$ cat src/rtl/serialtopar_rx_pkg.sv
// Shared PHY receive definitions: the comma/idle symbol used by the TX side and the
// alignment FSM state encoding.
package serialtopar_rx_pkg;

   localparam int         SYM_W     = 8;
   localparam logic [7:0] COMMA_SYM = 8'hBC;

   typedef enum logic [1:0] {
      ST_SEARCH  = 2'd0,
      ST_LOCKING = 2'd1,
      ST_ALIGNED = 2'd2
   } rx_state_e;

endpackage

$ cat src/rtl/rx_comma_shifter.sv
// Serial-in shift register that presents the window including the current bit (sr_next)
// and flags when that window equals the comma symbol.
module rx_comma_shifter
   import serialtopar_rx_pkg::*;
#(
   parameter int               WIDTH = SYM_W,
   parameter logic [WIDTH-1:0] COMMA = WIDTH'(COMMA_SYM)
) (
   input  logic             clk_i,
   input  logic             reset_i,
   input  logic             data_i,
   output logic [WIDTH-1:0] sr_next_o,
   output logic             comma_o
);

   // The oldest bit is shifted out on every edge, so only WIDTH-1 bits need storage.
   logic [WIDTH-2:0] sr_q;

   assign sr_next_o = {sr_q, data_i};
   assign comma_o   = (sr_next_o == COMMA);

   always_ff @(posedge clk_i) begin
      if (reset_i) begin
         sr_q <= '0;
      end else begin
         sr_q <= sr_next_o[WIDTH-2:0];
      end
   end

endmodule

$ cat src/rtl/serialtopar_rx.sv
// Receive deserializer: locks byte alignment on LOCK_COUNT consecutive commas, then
// emits one symbol per WIDTH clocks with a payload-valid flag and a strobe.
module serialtopar_rx
   import serialtopar_rx_pkg::*;
#(
   parameter int               WIDTH      = SYM_W,
   parameter logic [WIDTH-1:0] COMMA      = WIDTH'(COMMA_SYM),
   parameter int               LOCK_COUNT = 4
) (
   input  logic             clk_8f,
   input  logic             reset,
   input  logic             data_in,
   output logic [WIDTH-1:0] data_out,
   output logic             valid_out,
   output logic             byte_strobe,
   output logic             active,
   output rx_state_e        state_dbg_o
);

   localparam int BW = $clog2(WIDTH);
   localparam int CW = $clog2(LOCK_COUNT + 1);

   rx_state_e        state_q, state_d;
   logic [BW-1:0]    bit_cnt_q, bit_cnt_d;
   logic [CW-1:0]    comma_cnt_q, comma_cnt_d;
   logic [WIDTH-1:0] data_q, data_d;
   logic             valid_q, valid_d;
   logic             strobe_q, strobe_d;

   logic [WIDTH-1:0] sr_next;
   logic             comma_hit;
   logic             boundary;
   logic [CW-1:0]    comma_inc;
   logic [BW-1:0]    bit_cnt_inc;

   rx_comma_shifter #(
      .WIDTH (WIDTH),
      .COMMA (COMMA)
   ) u_shifter (
      .clk_i     (clk_8f),
      .reset_i   (reset),
      .data_i    (data_in),
      .sr_next_o (sr_next),
      .comma_o   (comma_hit)
   );

   assign boundary    = (bit_cnt_q == BW'(WIDTH - 1));
   assign comma_inc   = comma_cnt_q + CW'(1);
   assign bit_cnt_inc = boundary ? '0 : bit_cnt_q + BW'(1);

   always_comb begin
      state_d     = state_q;
      bit_cnt_d   = bit_cnt_q;
      comma_cnt_d = comma_cnt_q;
      data_d      = data_q;
      valid_d     = 1'b0;
      strobe_d    = 1'b0;

      unique case (state_q)
         ST_SEARCH: begin
            if (comma_hit) begin
               bit_cnt_d   = '0;
               comma_cnt_d = CW'(1);
               state_d     = ST_LOCKING;
            end
         end
         ST_LOCKING: begin
            bit_cnt_d = bit_cnt_inc;
            if (boundary) begin
               if (comma_hit) begin
                  comma_cnt_d = comma_inc;
                  if (comma_inc == CW'(LOCK_COUNT)) begin
                     state_d = ST_ALIGNED;
                  end
               end else begin
                  // Scanning restarts on the next bit; the rejected symbol is not rescanned.
                  comma_cnt_d = '0;
                  bit_cnt_d   = '0;
                  state_d     = ST_SEARCH;
               end
            end
         end
         ST_ALIGNED: begin
            bit_cnt_d = bit_cnt_inc;
            valid_d   = valid_q;
            if (boundary) begin
               data_d   = sr_next;
               valid_d  = !comma_hit;
               strobe_d = 1'b1;
            end
         end
         default: begin
            state_d     = ST_SEARCH;
            bit_cnt_d   = '0;
            comma_cnt_d = '0;
         end
      endcase
   end

   always_ff @(posedge clk_8f) begin
      if (reset) begin
         state_q     <= ST_SEARCH;
         bit_cnt_q   <= '0;
         comma_cnt_q <= '0;
         data_q      <= '0;
         valid_q     <= 1'b0;
         strobe_q    <= 1'b0;
      end else begin
         state_q     <= state_d;
         bit_cnt_q   <= bit_cnt_d;
         comma_cnt_q <= comma_cnt_d;
         data_q      <= data_d;
         valid_q     <= valid_d;
         strobe_q    <= strobe_d;
      end
   end

   assign data_out    = data_q;
   assign valid_out   = valid_q;
   assign byte_strobe = strobe_q;
   assign active      = (state_q == ST_ALIGNED);
   assign state_dbg_o = state_q;

endmodule

$ cat config.mk
export PLATFORM = sky130hd
export DESIGN_NAME = serialtopar_rx
export DESIGN_NICKNAME = d
export VERILOG_FILES = /design/src/rtl/serialtopar_rx_pkg.sv /design/src/rtl/rx_comma_shifter.sv /design/src/rtl/serialtopar_rx.sv
export SDC_FILE = /design/constraint.sdc
export NUM_CORES = 1
export LEC_CHECK = 0
export ABC_CLOCK_PERIOD_IN_PS = 2400
export CORE_MARGIN = 1
export CORE_UTILIZATION = 50
export DETAILED_ROUTE_END_ITERATION = 6
export PLACE_DENSITY_LB_ADDON = 0.25
export SYNTH_ARGS = -nofsm -noshare
export SYNTH_HDL_FRONTEND = slang
export SYNTH_HIERARCHICAL = 1
export SYNTH_SLANG_ARGS = --single-unit
$ cat constraint.sdc
create_clock -name clk_8f -period 2.4 [get_ports clk_8f]
set_clock_uncertainty 0.2 [all_clocks]
set_input_delay 0.36 -clock clk_8f [delete_from_list [all_inputs] [get_ports clk_8f]]
set_output_delay 0.36 -clock clk_8f [all_outputs]
set_load 0.03 [all_outputs]
==> results_dict.tcl <==
set metrics [dict create \
    synth_edf_count 0 \
    cts_tree "built" \
    final_cell_mix "dfxtp_1, nand2_1, clkdlybuf4s50_1, a21oi_1" \
    powerDensity_mw_per_mm2 534 \
    io_buffers 15 \
    numCtsBuffers 3 \
    dpl.hpwl_um 1580 \
    syn_inst 120 \
    dieArea_mm2 0.00236 \
    antenna_found_initial 0 \
    area_delta_synth_final_pct 20.0 \
    critical_path.cell_chain "inv_1 > ha_1 > clkdlybuf4s50_1" \
    place_area_mm2 0.00127 \
    grt_pass1_vias 827 \
    die_y_um 48.6 \
    nets 150 \
    required_ns 1.84 \
    drt_first_pass_iters 4 \
    p_leak_uw 0.000483 \
    ant_nets 0 \
    clockRootBuffer "clkbuf_4" \
    max-slew-margin-rel_pct 67.1 \
    synth_ff_type "dfxtp_1" \
    diodes 0 \
    synth.distinct_cells 27 \
    critPathSlowestCell "clkdlybuf4s50_1" \
    synthArstFlopShare_pct 0 \
    ys_warn_count 6 \
    n_fill_cell 174 \
    worstHoldPathType "register to register" \
    ys_seq_area_share_pct 46.2 \
    min_period_over_period_pct 92.8 \
    clkSlewWorstSetupHoldPaths_ns 0.15 \
    multi_input_area_um2 526 \
    post_cts_resize_count 0 \
    avgViaCountPerCell 5.33 \
    postRouteWirelength_um 2150 \
    overflow 0 \
    final-seq-area_um2 500 \
    ioPinCount 16 \
    startpoint_type "register" \
    core_area_mm2 0.00200 \
    stdcell_area_mm2 0.00130 \
    maxCapViolations 0 \
    mostFrequentLayoutCell "dfxtp_1" \
    wire_per_inst_um 13.0 \
    htreeDepth 1 \
    end_kind "output pin" \
    grtUsageTotal_pct 20.1 \
    peakVddDrop_mv 0.497 \
    synth.avg_cell_area_um2 9.03 \
    clk_path_buf_depth 2 \
    clock_latency_ns 0.32 \
    worst_pin_slew_ns 0.481 \
    arrival_ns 1.67 \
    drtIter0Drc 17 \
    hold_viol_final 0 \
    fp.dieW_um 48.6 \
    fmax_mhz 449 \
    layout-drive-gt1-share_pct 10.1 \
    ys_ff_latch 25 \
    cts_sinks 25 \
    synth_nets 131 \
    rsz0062_at_grt "no" \
    grt_pass1_wl_um 3680 \
    place_congestion 0.857 \
    synth_area_mm2 0.00108 \
    start_util_pct 54.1 \
    outcome "finished, final reports clean" \
    tns_ns 0 \
    period_minus_slack_ns 2.23 \
    criticalPathCategory "register to output pin" \
    maxSlewViolCount 0 \
    max_stage_delay_ns 0.67 \
    setup_viol 0 \
    vias 880 \
    drc 0 \
    crit_fanout 4 \
    row_count 16 \
    postCtsSetupBuffers 0 \
    cts_hold_buf 0 \
    grt_start_max_net_pins 17 \
]
kinds of logic (layout without fill, tap and decap cells):
family / count (synthesis) / count (layout) / share of synthesized area [%]
flops: 25 / 25 / 46.2
xor+xnor: 2 / 2 / 1.62
compound gates: 23 / 23 / 13.2
fa+ha+maj: 8 / 8 / 9.24
buf+inv: 12 / 30 / 5.31
simple gates: 50 / 50 / 24.5
cells in the mapped netlist, types with 3 or more instances:
| cell | instances | area [um^2] |
|---|---|---|
| dfxtp_1 | 25 | 500 |
| nand2_1 | 16 | 60.1 |
| a21oi_1 | 11 | 55.1 |
| ha_1 | 8 | 100 |
| nand3_1 | 8 | 40.0 |
| nor2_1 | 8 | 30.0 |
| nor2b_1 | 8 | 50.1 |
| inv_1 | 6 | 22.5 |
| o21ai_0 | 4 | 20.0 |
| and2_1 | 3 | 18.8 |
| clkbuf_1 | 3 | 11.3 |
layout make-up:
cell class              count  share of cell area (%)
well taps                  27                    2.60
multi-input cells          83                    40.4
clock inverters             1                   0.577
clock buffers               3                    1.73
flip-flops and latches     25                    38.5
inverters                   6                    1.73
repair buffers             20                    14.4
sequential cells by signal (all words and copies together), names as in the netlist:
signal          count
bit_cnt_q           3
byte_strobe         1
comma_cnt_q         3
data_out            8
state_dbg_o         2
u_shifter/sr_q      7
valid_out           1
where the power goes:
group / switching [uW] / total, uW / internal [uW]
combinational: 39.4 / 67.2 / 27.7
sequential: 6.47 / 429 / 422
clock: 135 / 198 / 63.6
metal layers:
layer | wire length, um | GRT usage (%) | vias to the layer above
li1 | - | - | 444
met1 | 985 | 24.5 | 416
met2 | 1090 | 35.9 | 18
met3 | 62 | 2.83 | 2
met4 | 14 | 6.86 | 0
met5 | 0 | 0 | -
metrics by stage:
stage / std cells / hold slack, ns / total power (uW) / worst slack, ns / util, %
5_1_grt: 165 / 0.294 / 718 / 0.130 / 64.9
3_5_place_dp: 161 / 0.248 / 504 / 0.0669 / 63.4
6_report: 165 / 0.263 / 694 / 0.174 / 64.9
3_3_place_gp: 161 / 0.244 / 501 / 0.182 / 63.4
4_1_cts: 165 / 0.267 / 692 / 0.177 / 64.9
2_1_floorplan: 120 / 0.226 / 483 / 0.242 / -
path summary, 6_finish.rpt:
path / from / endpoint / slack, ns / depth (start not counted)
setup / recovery: state_dbg_o[0]$_SDFFE_PP0P_ / active / 0.17 / 3
hold / removal: data_out[6]$_SDFFE_PP0P_ / data_out[6]$_SDFFE_PP0P_ / 0.26 / 2
setup reg to reg: u_shifter/sr_q[5]$_SDFF_PP0_ / bit_cnt_q[0]$_SDFFE_PP0N_ / 0.41 / 7
hold reg to reg: data_out[6]$_SDFFE_PP0P_ / data_out[6]$_SDFFE_PP0P_ / 0.26 / 2
worst max-delay path: cells and delay by family, from the launching register on:
kind                       cells  cell delay [ns]
DFF                            1             0.36
adders and majority gates      1             0.20
buffers and inverters          2             0.79
No activity file was read; power rests on OpenSTA's default activity.
